==> src/rtl/mips_debug_controller.sv <==
// UART debug controller for the MIPS core: program load, PC breakpoint, run/pause/step,
// and a full state dump (PC, cycles, registers, data memory) after every stop.
module mips_debug_controller #(
    parameter int DATA_BITS  = 8,
    parameter int WORD_BITS  = 32,
    parameter int REG_COUNT  = 32,
    parameter int MEM_WORDS  = 16,
    parameter int IMEM_WORDS = 64
) (
    input  logic                          clk,
    input  logic                          reset,
    input  logic                          i_rx_valid,
    input  logic [DATA_BITS-1:0]          i_rx_data,
    input  logic                          i_tx_busy,
    output logic                          o_tx_start,
    output logic [DATA_BITS-1:0]          o_tx_data,
    input  logic                          i_mips_halt,
    input  logic [WORD_BITS-1:0]          i_mips_pc,
    input  logic [WORD_BITS-1:0]          i_mips_cycles,
    input  logic [WORD_BITS-1:0]          i_mips_reg_data,
    input  logic [WORD_BITS-1:0]          i_mips_mem_data,
    output logic [$clog2(REG_COUNT)-1:0]  o_mips_reg_addr,
    output logic [$clog2(MEM_WORDS)-1:0]  o_mips_mem_addr,
    output logic                          o_mips_enable,
    output logic                          o_mips_reset,
    output logic                          o_imem_we,
    output logic [$clog2(IMEM_WORDS)-1:0] o_imem_addr,
    output logic [WORD_BITS-1:0]          o_imem_data,
    output logic [3:0]                    o_state
);
    localparam int BPW   = WORD_BITS / DATA_BITS;
    localparam int BC_W  = (BPW > 1) ? $clog2(BPW) : 1;
    localparam int TOTAL = 2 + REG_COUNT + MEM_WORDS;
    localparam int WI_W  = $clog2(TOTAL);
    localparam int RA_W  = $clog2(REG_COUNT);
    localparam int MA_W  = $clog2(MEM_WORDS);
    localparam int IA_W  = $clog2(IMEM_WORDS);

    localparam logic [3:0] S_IDLE = 4'd0, S_LOAD_LEN = 4'd1, S_LOAD_DATA = 4'd2,
                           S_BRK_DATA = 4'd3, S_RUN = 4'd4, S_PAUSE = 4'd5,
                           S_STEP_EXEC = 4'd6, S_DUMP_READ = 4'd7, S_DUMP_TX = 4'd8,
                           S_DUMP_WAIT = 4'd9;

    localparam logic [DATA_BITS-1:0] CMD_R = DATA_BITS'('h72), CMD_S = DATA_BITS'('h73),
                                     CMD_L = DATA_BITS'('h6C), CMD_B = DATA_BITS'('h62),
                                     CMD_C = DATA_BITS'('h63), CMD_N = DATA_BITS'('h6E),
                                     CMD_Q = DATA_BITS'('h71);

    localparam logic [BC_W-1:0] BC_LAST = BC_W'(BPW - 1);
    localparam logic [WI_W-1:0] WI_LAST = WI_W'(TOTAL - 1);
    localparam logic [WI_W-1:0] REG_LO  = WI_W'(2);
    localparam logic [WI_W-1:0] REG_HI  = WI_W'(2 + REG_COUNT - 1);
    localparam logic [WI_W-1:0] MEM_LO  = WI_W'(2 + REG_COUNT);

    logic [3:0]           state_q, state_d;
    logic [BC_W-1:0]      bcnt_q, bcnt_d;
    logic [DATA_BITS-1:0] cnt_q, cnt_d;
    logic [DATA_BITS-1:0] len_q, len_d;
    logic [WORD_BITS-1:0] sh_q, sh_d;
    logic [WORD_BITS-1:0] brk_addr_q, brk_addr_d;
    logic                 bp_valid_q, bp_valid_d;
    logic                 skip_q, skip_d;
    logic                 halt_stop_q, halt_stop_d;
    logic                 rd_phase_q, rd_phase_d;
    logic                 wait_ign_q, wait_ign_d;
    logic [WI_W-1:0]      widx_q, widx_d;
    logic [RA_W-1:0]      reg_addr_q, reg_addr_d;
    logic [MA_W-1:0]      mem_addr_q, mem_addr_d;
    logic                 tx_start_q, tx_start_d;
    logic [DATA_BITS-1:0] tx_data_q, tx_data_d;
    logic                 imem_we_q, imem_we_d;
    logic [IA_W-1:0]      imem_addr_q, imem_addr_d;
    logic [WORD_BITS-1:0] imem_data_q, imem_data_d;
    logic                 bp_hit;

    // skip masks the breakpoint for the first cycle after resuming at the breakpoint PC
    assign bp_hit = bp_valid_q && (i_mips_pc == brk_addr_q) && !skip_q;

    assign o_mips_enable = ((state_q == S_RUN) && !i_mips_halt && !bp_hit) ||
                           (state_q == S_STEP_EXEC);
    assign o_mips_reset  = (state_q == S_IDLE) || (state_q == S_LOAD_LEN) ||
                           (state_q == S_LOAD_DATA) || (state_q == S_BRK_DATA);
    assign o_state         = state_q;
    assign o_tx_start      = tx_start_q;
    assign o_tx_data       = tx_data_q;
    assign o_imem_we       = imem_we_q;
    assign o_imem_addr     = imem_addr_q;
    assign o_imem_data     = imem_data_q;
    assign o_mips_reg_addr = reg_addr_q;
    assign o_mips_mem_addr = mem_addr_q;

    always_comb begin
        state_d     = state_q;
        bcnt_d      = bcnt_q;
        cnt_d       = cnt_q;
        len_d       = len_q;
        sh_d        = sh_q;
        brk_addr_d  = brk_addr_q;
        bp_valid_d  = bp_valid_q;
        skip_d      = skip_q;
        halt_stop_d = halt_stop_q;
        rd_phase_d  = rd_phase_q;
        wait_ign_d  = wait_ign_q;
        widx_d      = widx_q;
        reg_addr_d  = reg_addr_q;
        mem_addr_d  = mem_addr_q;
        tx_start_d  = 1'b0;
        tx_data_d   = tx_data_q;
        imem_we_d   = 1'b0;
        imem_addr_d = imem_addr_q;
        imem_data_d = imem_data_q;
        // address advances the cycle after its write strobe
        if (imem_we_q)
            imem_addr_d = (imem_addr_q == IA_W'(IMEM_WORDS - 1)) ? '0 : imem_addr_q + 1'b1;
        case (state_q)
            S_IDLE: if (i_rx_valid) begin
                case (i_rx_data)
                    CMD_R: begin state_d = S_RUN; skip_d = 1'b0; end
                    CMD_S: state_d = S_PAUSE;
                    CMD_L: state_d = S_LOAD_LEN;
                    CMD_B: begin state_d = S_BRK_DATA; bcnt_d = '0; end
                    CMD_C: bp_valid_d = 1'b0;
                    default: ;
                endcase
            end
            S_LOAD_LEN: if (i_rx_valid) begin
                len_d = i_rx_data;
                if (i_rx_data == '0) begin
                    state_d = S_IDLE;
                end else begin
                    bcnt_d      = '0;
                    cnt_d       = '0;
                    imem_addr_d = '0;
                    state_d     = S_LOAD_DATA;
                end
            end
            S_LOAD_DATA: if (i_rx_valid) begin
                sh_d = (sh_q << DATA_BITS) | WORD_BITS'(i_rx_data);
                if (bcnt_q == BC_LAST) begin
                    bcnt_d      = '0;
                    imem_we_d   = 1'b1;
                    imem_data_d = sh_d;
                    cnt_d       = cnt_q + 1'b1;
                    if (cnt_q + 1'b1 == len_q) state_d = S_IDLE;
                end else begin
                    bcnt_d = bcnt_q + 1'b1;
                end
            end
            S_BRK_DATA: if (i_rx_valid) begin
                brk_addr_d = (brk_addr_q << DATA_BITS) | WORD_BITS'(i_rx_data);
                if (bcnt_q == BC_LAST) begin
                    bp_valid_d = 1'b1;
                    state_d    = S_IDLE;
                end else begin
                    bcnt_d = bcnt_q + 1'b1;
                end
            end
            S_RUN: begin
                if (i_mips_halt || bp_hit) begin
                    halt_stop_d = i_mips_halt;
                    widx_d      = '0;
                    reg_addr_d  = '0;
                    mem_addr_d  = '0;
                    rd_phase_d  = 1'b0;
                    state_d     = S_DUMP_READ;
                end else begin
                    skip_d = 1'b0;
                end
            end
            S_PAUSE: if (i_rx_valid) begin
                case (i_rx_data)
                    CMD_N: state_d = S_STEP_EXEC;
                    CMD_R: begin state_d = S_RUN; skip_d = 1'b1; end
                    CMD_Q: state_d = S_IDLE;
                    default: ;
                endcase
            end
            S_STEP_EXEC: begin
                halt_stop_d = 1'b0;
                widx_d      = '0;
                reg_addr_d  = '0;
                mem_addr_d  = '0;
                rd_phase_d  = 1'b0;
                state_d     = S_DUMP_READ;
            end
            S_DUMP_READ: begin
                // first cycle lets the register/memory read data settle
                if (!rd_phase_q) begin
                    rd_phase_d = 1'b1;
                end else begin
                    rd_phase_d = 1'b0;
                    bcnt_d     = '0;
                    state_d    = S_DUMP_TX;
                    if (widx_q == '0)              sh_d = i_mips_pc;
                    else if (widx_q == WI_W'(1))   sh_d = i_mips_cycles;
                    else if (widx_q < MEM_LO)      sh_d = i_mips_reg_data;
                    else                           sh_d = i_mips_mem_data;
                end
            end
            S_DUMP_TX: if (!i_tx_busy) begin
                tx_start_d = 1'b1;
                tx_data_d  = sh_q[WORD_BITS-1 -: DATA_BITS];
                wait_ign_d = 1'b1;
                state_d    = S_DUMP_WAIT;
            end
            S_DUMP_WAIT: begin
                if (wait_ign_q) begin
                    wait_ign_d = 1'b0;
                end else if (!i_tx_busy) begin
                    if (bcnt_q != BC_LAST) begin
                        sh_d    = sh_q << DATA_BITS;
                        bcnt_d  = bcnt_q + 1'b1;
                        state_d = S_DUMP_TX;
                    end else if (widx_q == WI_LAST) begin
                        state_d = halt_stop_q ? S_IDLE : S_PAUSE;
                    end else begin
                        widx_d  = widx_q + 1'b1;
                        if (widx_q >= REG_LO && widx_q < REG_HI) reg_addr_d = reg_addr_q + 1'b1;
                        if (widx_q >= MEM_LO) mem_addr_d = mem_addr_q + 1'b1;
                        state_d = S_DUMP_READ;
                    end
                end
            end
            default: state_d = S_IDLE;
        endcase
    end

    always_ff @(posedge clk or posedge reset) begin
        if (reset) begin
            state_q     <= S_IDLE;
            bcnt_q      <= '0;
            cnt_q       <= '0;
            bp_valid_q  <= 1'b0;
            skip_q      <= 1'b0;
            halt_stop_q <= 1'b0;
            rd_phase_q  <= 1'b0;
            wait_ign_q  <= 1'b0;
            widx_q      <= '0;
            reg_addr_q  <= '0;
            mem_addr_q  <= '0;
            tx_start_q  <= 1'b0;
            tx_data_q   <= '0;
            imem_we_q   <= 1'b0;
            imem_addr_q <= '0;
            imem_data_q <= '0;
        end else begin
            state_q     <= state_d;
            bcnt_q      <= bcnt_d;
            cnt_q       <= cnt_d;
            bp_valid_q  <= bp_valid_d;
            skip_q      <= skip_d;
            halt_stop_q <= halt_stop_d;
            rd_phase_q  <= rd_phase_d;
            wait_ign_q  <= wait_ign_d;
            widx_q      <= widx_d;
            reg_addr_q  <= reg_addr_d;
            mem_addr_q  <= mem_addr_d;
            tx_start_q  <= tx_start_d;
            tx_data_q   <= tx_data_d;
            imem_we_q   <= imem_we_d;
            imem_addr_q <= imem_addr_d;
            imem_data_q <= imem_data_d;
        end
    end

    always_ff @(posedge clk) begin
        len_q      <= len_d;
        sh_q       <= sh_d;
        brk_addr_q <= brk_addr_d;
    end
endmodule

==> config.mk <==
export PLATFORM = sky130hd
export DESIGN_NAME = mips_debug_controller
export DESIGN_NICKNAME = d
export VERILOG_FILES = /design/src/rtl/mips_debug_controller.sv
export SDC_FILE = /design/constraint.sdc
export NUM_CORES = 1
export LEC_CHECK = 0
export CAP_MARGIN = 10
export CORE_ASPECT_RATIO = 1.1
export CORE_MARGIN = 4
export CORE_UTILIZATION = 40
export CTS_CLUSTER_DIAMETER = 40
export DETAILED_ROUTE_END_ITERATION = 8
export PLACE_DENSITY = 0.63
export SLEW_MARGIN = 20
export SYNTH_ARGS = -nofsm -noshare
export SYNTH_HDL_FRONTEND = slang
export SYNTH_SLANG_ARGS = --single-unit
==> constraint.sdc <==
create_clock -name clk -period 4.2 [get_ports clk]
set_input_delay 0.42 -clock clk [delete_from_list [all_inputs] [get_ports clk]]
set_output_delay 0.42 -clock clk [all_outputs]
set_load 0.005 [all_outputs]
==> results_dict.tcl, run 1 <==
set metrics [dict create \
    rsz0062_at_grt "false" \
    vias_per_cell 5.27 \
    first_iter_violations 449 \
    fin_ws_ns 0.823 \
    ys_types 65 \
    postRouteAntennaNets 0 \
    post_cts.repair.setup_buffers 0 \
    cts_buffers 17 \
    cts_tree "yes" \
    grt_use_total_pct 21.3 \
    avgSynthCellArea_um2 9.70 \
    clockBufferDepth 2 \
    die_x_um 144 \
    power_density_nw_per_um2 541 \
    grt_pass1_vias 6579 \
    insertion_delay_ns 0.42 \
    cp_max_fo 6 \
    fin_cells 1286 \
    outcome "completed" \
    period_share_pct 80.4 \
    synth-seq-area-share_pct 52.1 \
    cts_root_buf "clkbuf_16" \
    dr.pass1.iters 5 \
    setup.worst_path.start_class "input pin" \
    power.leakage_nw 4.56 \
    hold_buffers 0 \
    grt_first_pass_wirelength_mm 36.8 \
    synth_area_leader_cell "edfxtp_1" \
    grt_max_degree 66 \
    cap_viol_max_count 0 \
    routed-via-count 6771 \
    drc 0 \
    place.gp.congestion 0.863 \
    async_flop_share_pct 53.2 \
    wl_per_cell_um 19.0 \
    crit_type "in2out" \
    die_y_um 157 \
    peakVddDrop_v 0.000345 \
    fin_tns_setup_ns 0 \
    wl_mm 24.4 \
    mappedNetlistArea_um2 8090 \
    port_buffers 203 \
    initial_core_util_pct 40.7 \
    startpoint "i_mips_pc[6]" \
    area_delta_synth_final_pct 34.5 \
    cp.arrival_ns 2.96 \
    die_area_um2 22600 \
    hpwl_mm 18.2 \
    grt_antenna_before_repair 1 \
    hold_path.class "in2async" \
    r2r_start "o_state[1]" \
    hold_viol 0 \
    dp.cells 1253 \
    synth.net_count 984 \
    synth_top_area_share_pct 26.7 \
    clkSinkCount 154 \
    drive_gt1_share_pct 6.58 \
    grt.overflow.total 0 \
    core_area_um2 19900 \
    cp.required_ns 3.78 \
    min_period_ns 3.38 \
    path_clk_slew_ns 0.06 \
    synth_ff_type "dfrtp_1" \
    htreeDepth 4 \
    synthCells 834 \
    worst_pin_slew_ns 0.734 \
    synth_edf_count 72 \
    yosys_warnings 0 \
    setup-violations-final 0 \
    fin_skew_ns 0.0104 \
    timing.fmax_ghz 0.296 \
    nets 1170 \
    whs_ns 0.407 \
    io_pins 204 \
    rows 54 \
    post_cts_resize_count 0 \
    reg2reg_depth 6 \
    ys_top_cells_by_area "edfxtp_1, dfrtp_1, nand2_1, xor2_1, mux2i_1" \
    place_ws_ns 0.905 \
    r2r-end "sh_q[13]" \
    slew_viol_final 0 \
    endpoint_kind "output port" \
    ff2ff_setup_slack_ns 1.46 \
    slew_headroom_pct 51.0 \
    synth_seq_cells 154 \
]
[power by group]
group	internal, mW	switching (mW)
logic	1.10	1.10
clock network	0.751	0.603
registers	1.99	0.334
total	3.84	2.04
[layout by cell type, fill, tap and decap left out, types with 8 or more instances in the layout]
cell type	n
o21ai_0	34
clkdlybuf4s50_1	203
a21o_1	8
nor4_1	9
ha_1	9
xor2_1	37
a21oi_1	41
xnor2_1	12
mux2i_1	29
a31oi_1	14
nand3_1	26
buf_4	14
inv_1	8
clkbuf_16	17
nor2_1	50
nor3_1	13
dfrtp_1	82
o31ai_1	10
o21ai_1	24
a211oi_1	26
edfxtp_1	72
nand2_1	184
[metal layers]
layer	up-vias	wire, µm	global-route usage (%)
li1	3345	-	-
met1	3198	10100	27.4
met2	198	12600	36.6
met3	30	1190	3.43
met4	0	544	7.09
met5	-	0	0
[metrics by stage]
stage / util (%) / area (µm²) / total power, mW
after global routing: 54.8 / 10900 / 6.23
after global placement: 52.2 / 10400 / 4.56
after detailed placement: 52.2 / 10400 / 4.58
final: 54.8 / 10900 / 5.88
after floorplan: - / 8090 / 3.47
after CTS: 54.7 / 10900 / 5.93
[Yosys cell counts (13+ instances only)]
library cell / number
a21oi_1: 42
clkbuf_1: 35
nand2_1: 185
nand3_1: 26
a211oi_1: 26
edfxtp_1: 72
nor3_1: 13
a31oi_1: 14
dfrtp_1: 82
o21ai_1: 25
o21ai_0: 34
xor2_1: 37
mux2i_1: 29
nor2_1: 50
[how the worst max path moves through the flow]
| stage | to | slack (ns) | cells after the start |
|---|---|---|---|
| 2_1_floorplan | sh_q[0] | 0.79 | 5 |
| 3_3_place_gp | o_mips_enable | 0.91 | 8 |
| 3_5_place_dp | o_mips_enable | 0.90 | 8 |
| 4_1_cts | o_mips_enable | 0.89 | 8 |
| 5_1_grt | o_mips_enable | 0.66 | 7 |
| 6_report | o_mips_enable | 0.82 | 8 |
[cells by family after synthesis]
logic type,Yosys count,synth area share (%)
AOI/OAI and AO/OA,193,15.1
xor gates and xnor gates,49,5.30
adders and majority gates,9,1.39
buffers and inverters,61,3.19
DFF,154,52.1
muxes,35,4.52
and+or+nand+nor,333,18.4
[worst max-delay path, stage by stage]
cell             delay [ns]
clkdlybuf4s50_1        0.49
xor2_1                 0.19
nor4_1                 0.44
nand4_1                0.17
nor3_2                 0.46
nor2_1                 0.15
o21a_1                 0.20
clkdlybuf4s50_1        0.44
[layout make-up]
cell class | instances | area (µm²)
clock inverters | 12 | 75.1
fillers | 1826 | 8980
clock buffers | 20 | 437
repair buffers | 217 | 2140
multi-input cells | 619 | 3660
well taps | 252 | 315
flip-flops and latches | 154 | 4210
diodes | 1 | 2.50
inverters | 11 | 42.5
[registers in the layout, indices dropped and copies added, names as in the netlist, 2 cells and up]
name	flops
cnt_q	8
o_imem_data	32
widx_q	6
len_q	8
bcnt_q	2
o_state	4
o_tx_data	8
brk_addr_q	32
o_imem_addr	6
o_mips_mem_addr	4
sh_q	32
o_mips_reg_addr	5
Note: power is estimated with default switching activity, not from simulation.
==> inputs of run 2 (changes only) <==
PLACE_DENSITY = 0.66   (was 0.63)
clock period = 2.8 ns   (was 4.2 ns; I/O delays follow)
==> run 2 against run 1 <==
  * Core utilization grew 2.6 points
  * Clock skew shrank 0.0012 ns
  * Count of clock-buffer cells in the layout grew 1
==> results_dict.tcl, run 2 (synthesized netlist as in run 1, its figures left out) <==
set metrics [dict create \
    outcome "completed" \
    grt_use_total_pct 21.5 \
    cts_buffers 17 \
    fin_area_um2 11400 \
    drc 0 \
    peakVddDrop_v 0.000438 \
    setup-violations-final 0 \
    nets 1219 \
    setup.worst_path.start_class "flop" \
    hpwl_mm 18.8 \
    grt_first_pass_wirelength_mm 37.3 \
    hold_path.class "in2async" \
    vias_per_cell 5.23 \
    fin_skew_ns 0.00923 \
    cp_max_fo 2 \
    cts_tree "yes" \
    hold_viol 0 \
    crit_type "reg2out" \
    grt_pass1_vias 6829 \
    die_x_um 144 \
    insertion_delay_ns 0.42 \
    port_buffers 203 \
    layout_commonest_cell "clkdlybuf4s50_1" \
    initial_core_util_pct 40.7 \
    placed_area_um2 10800 \
    die_y_um 157 \
    cp.required_ns 2.52 \
    area_delta_synth_final_pct 40.8 \
    clockBufferDepth 2 \
    period_share_pct 93.8 \
    path_clk_slew_ns 0.06 \
    slew_viol_final 0 \
    drive_gt1_share_pct 11.1 \
    multiInputGateArea_um2 3670 \
    worst_pin_slew_ns 0.638 \
    grt_max_degree 57 \
    slew_headroom_pct 57.3 \
    grt.overflow.total 0 \
    rsz0062_at_grt "false" \
    power_density_nw_per_um2 824 \
    cp.arrival_ns 2.35 \
    seqCellArea_um2 4210 \
    timing.fmax_ghz 0.381 \
    core_area_um2 19900 \
    place.gp.congestion 0.884 \
    dr.pass1.iters 7 \
    cap_viol_max_count 0 \
    nFillCells 1766 \
    postRouteAntennaNets 0 \
    grt_antenna_before_repair 0 \
    power.leakage_nw 4.88 \
    wl_per_cell_um 18.4 \
    mostFrequentLayoutCells "clkdlybuf4s50_1, nand2_1, dfrtp_1" \
    routed-via-count 6978 \
    post_cts.repair.setup_buffers 0 \
    endpoint_kind "output port" \
    htreeDepth 4 \
    clkSinkCount 154 \
    wl_mm 24.6 \
    min_period_ns 2.63 \
    cts_root_buf "clkbuf_16" \
    io_pins 204 \
    final_core_util_pct 57.4 \
    first_iter_violations 407 \
    die_area_um2 22600 \
    rows 54 \
]
## run 2: cell types whose count changed in the layout (fill, tap and decap cells not counted), moves of 2 or more
cell	delta
buf_12	+3
clkinv_2	-4
inv_6	+3
bufinv_16	+2
buf_4	+46
clkbuf_16	+2
## run 2: critical path: stages, from the launching register on
cell and delay (ns):
edfxtp_1 0.44, xor2_1 0.18, nor4_1 0.30, nand4_1 0.20, nor3_4 0.29, nor2_1 0.09, o21a_1 0.17, dlygate4sd2_1 0.26
## run 2: final cells by class
cell class | instances | share of cell area, %
clock buffer | 21 | 4.24
antenna | 1 | 0.0220
inverter | 11 | 0.373
sequential | 154 | 37.0
clock inverter | 11 | 1.12
multi-input combinational | 619 | 32.2
timing repair buffer | 266 | 22.3
tap | 252 | 2.77
## run 2: path summary, 6_finish.rpt
| kind | start | to | slack [ns] | depth (start not counted) |
|---|---|---|---|---|
| worst min-delay path | reset | o_imem_data[7] | 0.25 | 2 |
| worst max register to register | cnt_q[0] | o_state[2] | 0.27 | 7 |
| worst max-delay path | brk_addr_q[0] | o_mips_enable | 0.17 | 7 |
| max in group asynchronous | reset | o_imem_data[27] | 1.86 | 3 |
| worst min register to register | sh_q[24] | o_tx_data[0] | 0.44 | 2 |
| min in group clk | sh_q[24] | o_tx_data[0] | 0.44 | 2 |
## run 2: through the flow
stage	power [mW]	hold slack, ns	setup WS (ns)	TNS [ns]	instances
after floorplan	5.21	0.379	0.00550	0	834
after global placement	7.05	0.418	0.0322	0	1302
after detailed placement	7.10	0.429	-0.0285	-0.0285	1302
after CTS	9.48	0.284	0.113	0	1334
after global routing	9.97	0.329	0.00949	0	1334
final	9.39	0.247	0.173	0	1335
## run 2: power by group
| part | switching [mW] | internal (mW) | leakage, nW |
|---|---|---|---|
| Clock | 0.927 | 1.43 | 0.304 |
| Sequential | 0.414 | 2.99 | 1.71 |
| Combinational | 1.78 | 1.85 | 2.86 |
| Total | 3.12 | 6.27 | 4.88 |
## run 2: timing repair
item	4_1_cts	5_1_grt
resized for setup	3	0
pin swaps	3	2
hold buffers	0	0
hold endpoints to repair	0	0
endpoints found under the setup margin	1	1
## run 2: routing by layer
| layer | global-route usage (%) | part of all wire, % |
|---|---|---|
| met2 | 36.5 | 51 |
| met3 | 4.25 | 5.1 |
| met4 | 6.55 | 1.9 |
| met1 | 27.8 | 42 |
| met5 | 0 | 0 |
==> inputs of run 3 (changes only) <==
CORE_MARGIN = 2   (was 4)
==> run 3 against run 2 <==
  * Sequential power barely moved
  * Power fell by 1.5%
  * Clock power barely moved
  * Global-route usage rose by 0.85 points
  * First-iteration DRC count rose by 33%
  * Cell count fell by 1.2%
==> results_dict.tcl, run 3 (synthesized netlist as in run 1, its figures left out) <==
set metrics [dict create \
    clkPwrFrac_pct 25.5 \
    wl_mm 24.3 \
    cp_max_fo 2 \
    met2_length_mm 12.6 \
    die_x_um 140 \
    r2r_start "cnt_q[0]" \
    p_total_mw 9.24 \
    place.gp.congestion 0.909 \
    cp.arrival_ns 2.36 \
    highest_layer "met4" \
    cap_viol_max_count 0 \
    grt_pass1_vias 6950 \
    rsz0062_at_grt "false" \
    internal_power_mw 6.15 \
    dr_wl_met3_mm 1.07 \
    crit_type "reg2out" \
    setup-violations-final 0 \
    worst_pin_slew_ns 0.688 \
    fin_skew_ns 0.0119 \
    setup.worst_path.start_class "flop" \
    insertion_delay_ns 0.43 \
    vias_per_cell 5.31 \
    grt_use_total_pct 22.3 \
    fin_tns_setup_ns 0 \
    wl_per_cell_um 18.4 \
    reg2reg_depth 7 \
    grt_first_pass_wirelength_mm 37.2 \
    hold_path.class "in2async" \
    p_seq_share_pct 37.1 \
    hold_buffers 0 \
    power_density_nw_per_um2 819 \
    cts_root_buf "clkbuf_16" \
    io_pins 204 \
    min_period_ns 2.64 \
    place_ws_ns 0.0722 \
    htreeDepth 4 \
    endpoint_kind "output port" \
    whs_ns 0.246 \
    swShare_pct 33.4 \
    grt_max_degree 65 \
    timing.fmax_ghz 0.379 \
    peakVddDrop_v 0.000509 \
    r2r-end "o_state[2]" \
    grt_antenna_before_repair 0 \
    multiInputGateArea_um2 3660 \
    nFillCells 1780 \
    core_area_um2 19900 \
    cts_buffers 17 \
    clkSinkCount 154 \
    rows 54 \
    postRouteAntennaNets 0 \
    hold_viol 0 \
    power.leakage_nw 4.79 \
    initial_core_util_pct 40.7 \
    drc 0 \
    clockBufferDepth 2 \
    layout_commonest_cell "clkdlybuf4s50_1" \
    nets 1204 \
    dr.pass1.iters 5 \
    p_switching_mw 3.09 \
    area_delta_synth_final_pct 39.5 \
    mostFrequentLayoutCells "clkdlybuf4s50_1, nand2_1, dfrtp_1" \
    drive_gt1_share_pct 9.75 \
    diodes 0 \
    port_buffers 203 \
    wl_met1_mm 10.1 \
    cp.required_ns 2.52 \
    fin_ws_ns 0.165 \
    seqCellArea_um2 4210 \
    ff2ff_setup_slack_ns 0.24 \
    grt.overflow.total 0 \
    first_iter_violations 540 \
    die_y_um 153 \
    routed-via-count 6998 \
    die_area_um2 21400 \
    outcome "completed" \
    period_share_pct 94.1 \
    power_frac_comb_pct 37.4 \
    slew_viol_final 0 \
    hpwl_mm 18.3 \
    cts_tree "yes" \
    path_clk_slew_ns 0.07 \
    slew_headroom_pct 54.2 \
]
run 3: power groups by stage:
| stage | registers, mW | logic [mW] | clock network (mW) |
|---|---|---|---|
| floorplan | 3.38 | 1.83 | 0 |
| global placement | 3.46 | 3.44 | 0 |
| detailed placement | 3.47 | 3.48 | 0 |
| CTS | 3.43 | 3.50 | 2.38 |
| global route | 3.51 | 3.78 | 2.47 |
| finish | 3.43 | 3.46 | 2.36 |
run 3: layer usage:
metal	vias to the layer above	GRT usage, %
li1	3415	-
met2	203	39.8
met3	43	3.76
met5	-	0
met4	0	7.19
met1	3337	27.6
run 3: area by class of cell:
class	instances	area share (%)
Multi-Input combinational cell	619	32.4
Tap cell	252	2.79
Inverter	11	0.377
Clock buffer	26	5.09
Timing Repair Buffer	251	21.6
Clock inverter	6	0.388
Sequential cell	154	37.3
run 3: what timing repair did:
item | CTS | global route
gates resized for setup | 1 | 0
hold endpoints to repair | 0 | 0
pin swaps | 5 | 2
endpoints found under the setup margin | 1 | 1
gates cloned | 0 | 0
setup buffers | 0 | 0
run 3: worst max path at each step:
stage                   start            end  slack (ns)
6_report       brk_addr_q[17]  o_mips_enable        0.16
5_1_grt         brk_addr_q[1]  o_mips_enable        0.03
4_1_cts        brk_addr_q[18]  o_mips_enable         0.1
3_5_place_dp    i_mips_pc[29]  o_mips_enable        0.07
3_3_place_gp    i_mips_pc[29]  o_mips_enable        0.07
2_1_floorplan      o_state[3]        sh_q[0]       0.006
run 3: stage by stage:
step	std cells	utilization (%)	instance area (µm²)
6_report	1319	56.8	11300
5_1_grt	1319	56.8	11300
3_5_place_dp	1287	53.7	10700
3_3_place_gp	1287	53.7	10700
2_1_floorplan	834	-	8100
4_1_cts	1319	56.8	11300
run 3: worst max-delay path: stages, from the launching register on:
cell	delay (ns)
edfxtp_1	0.41
xor2_1	0.16
nor4_1	0.33
buf_4	0.17
nand4_1	0.08
nor3_2	0.15
buf_4	0.17
nor2_1	0.05
o21a_1	0.16
dlygate4sd2_1	0.26
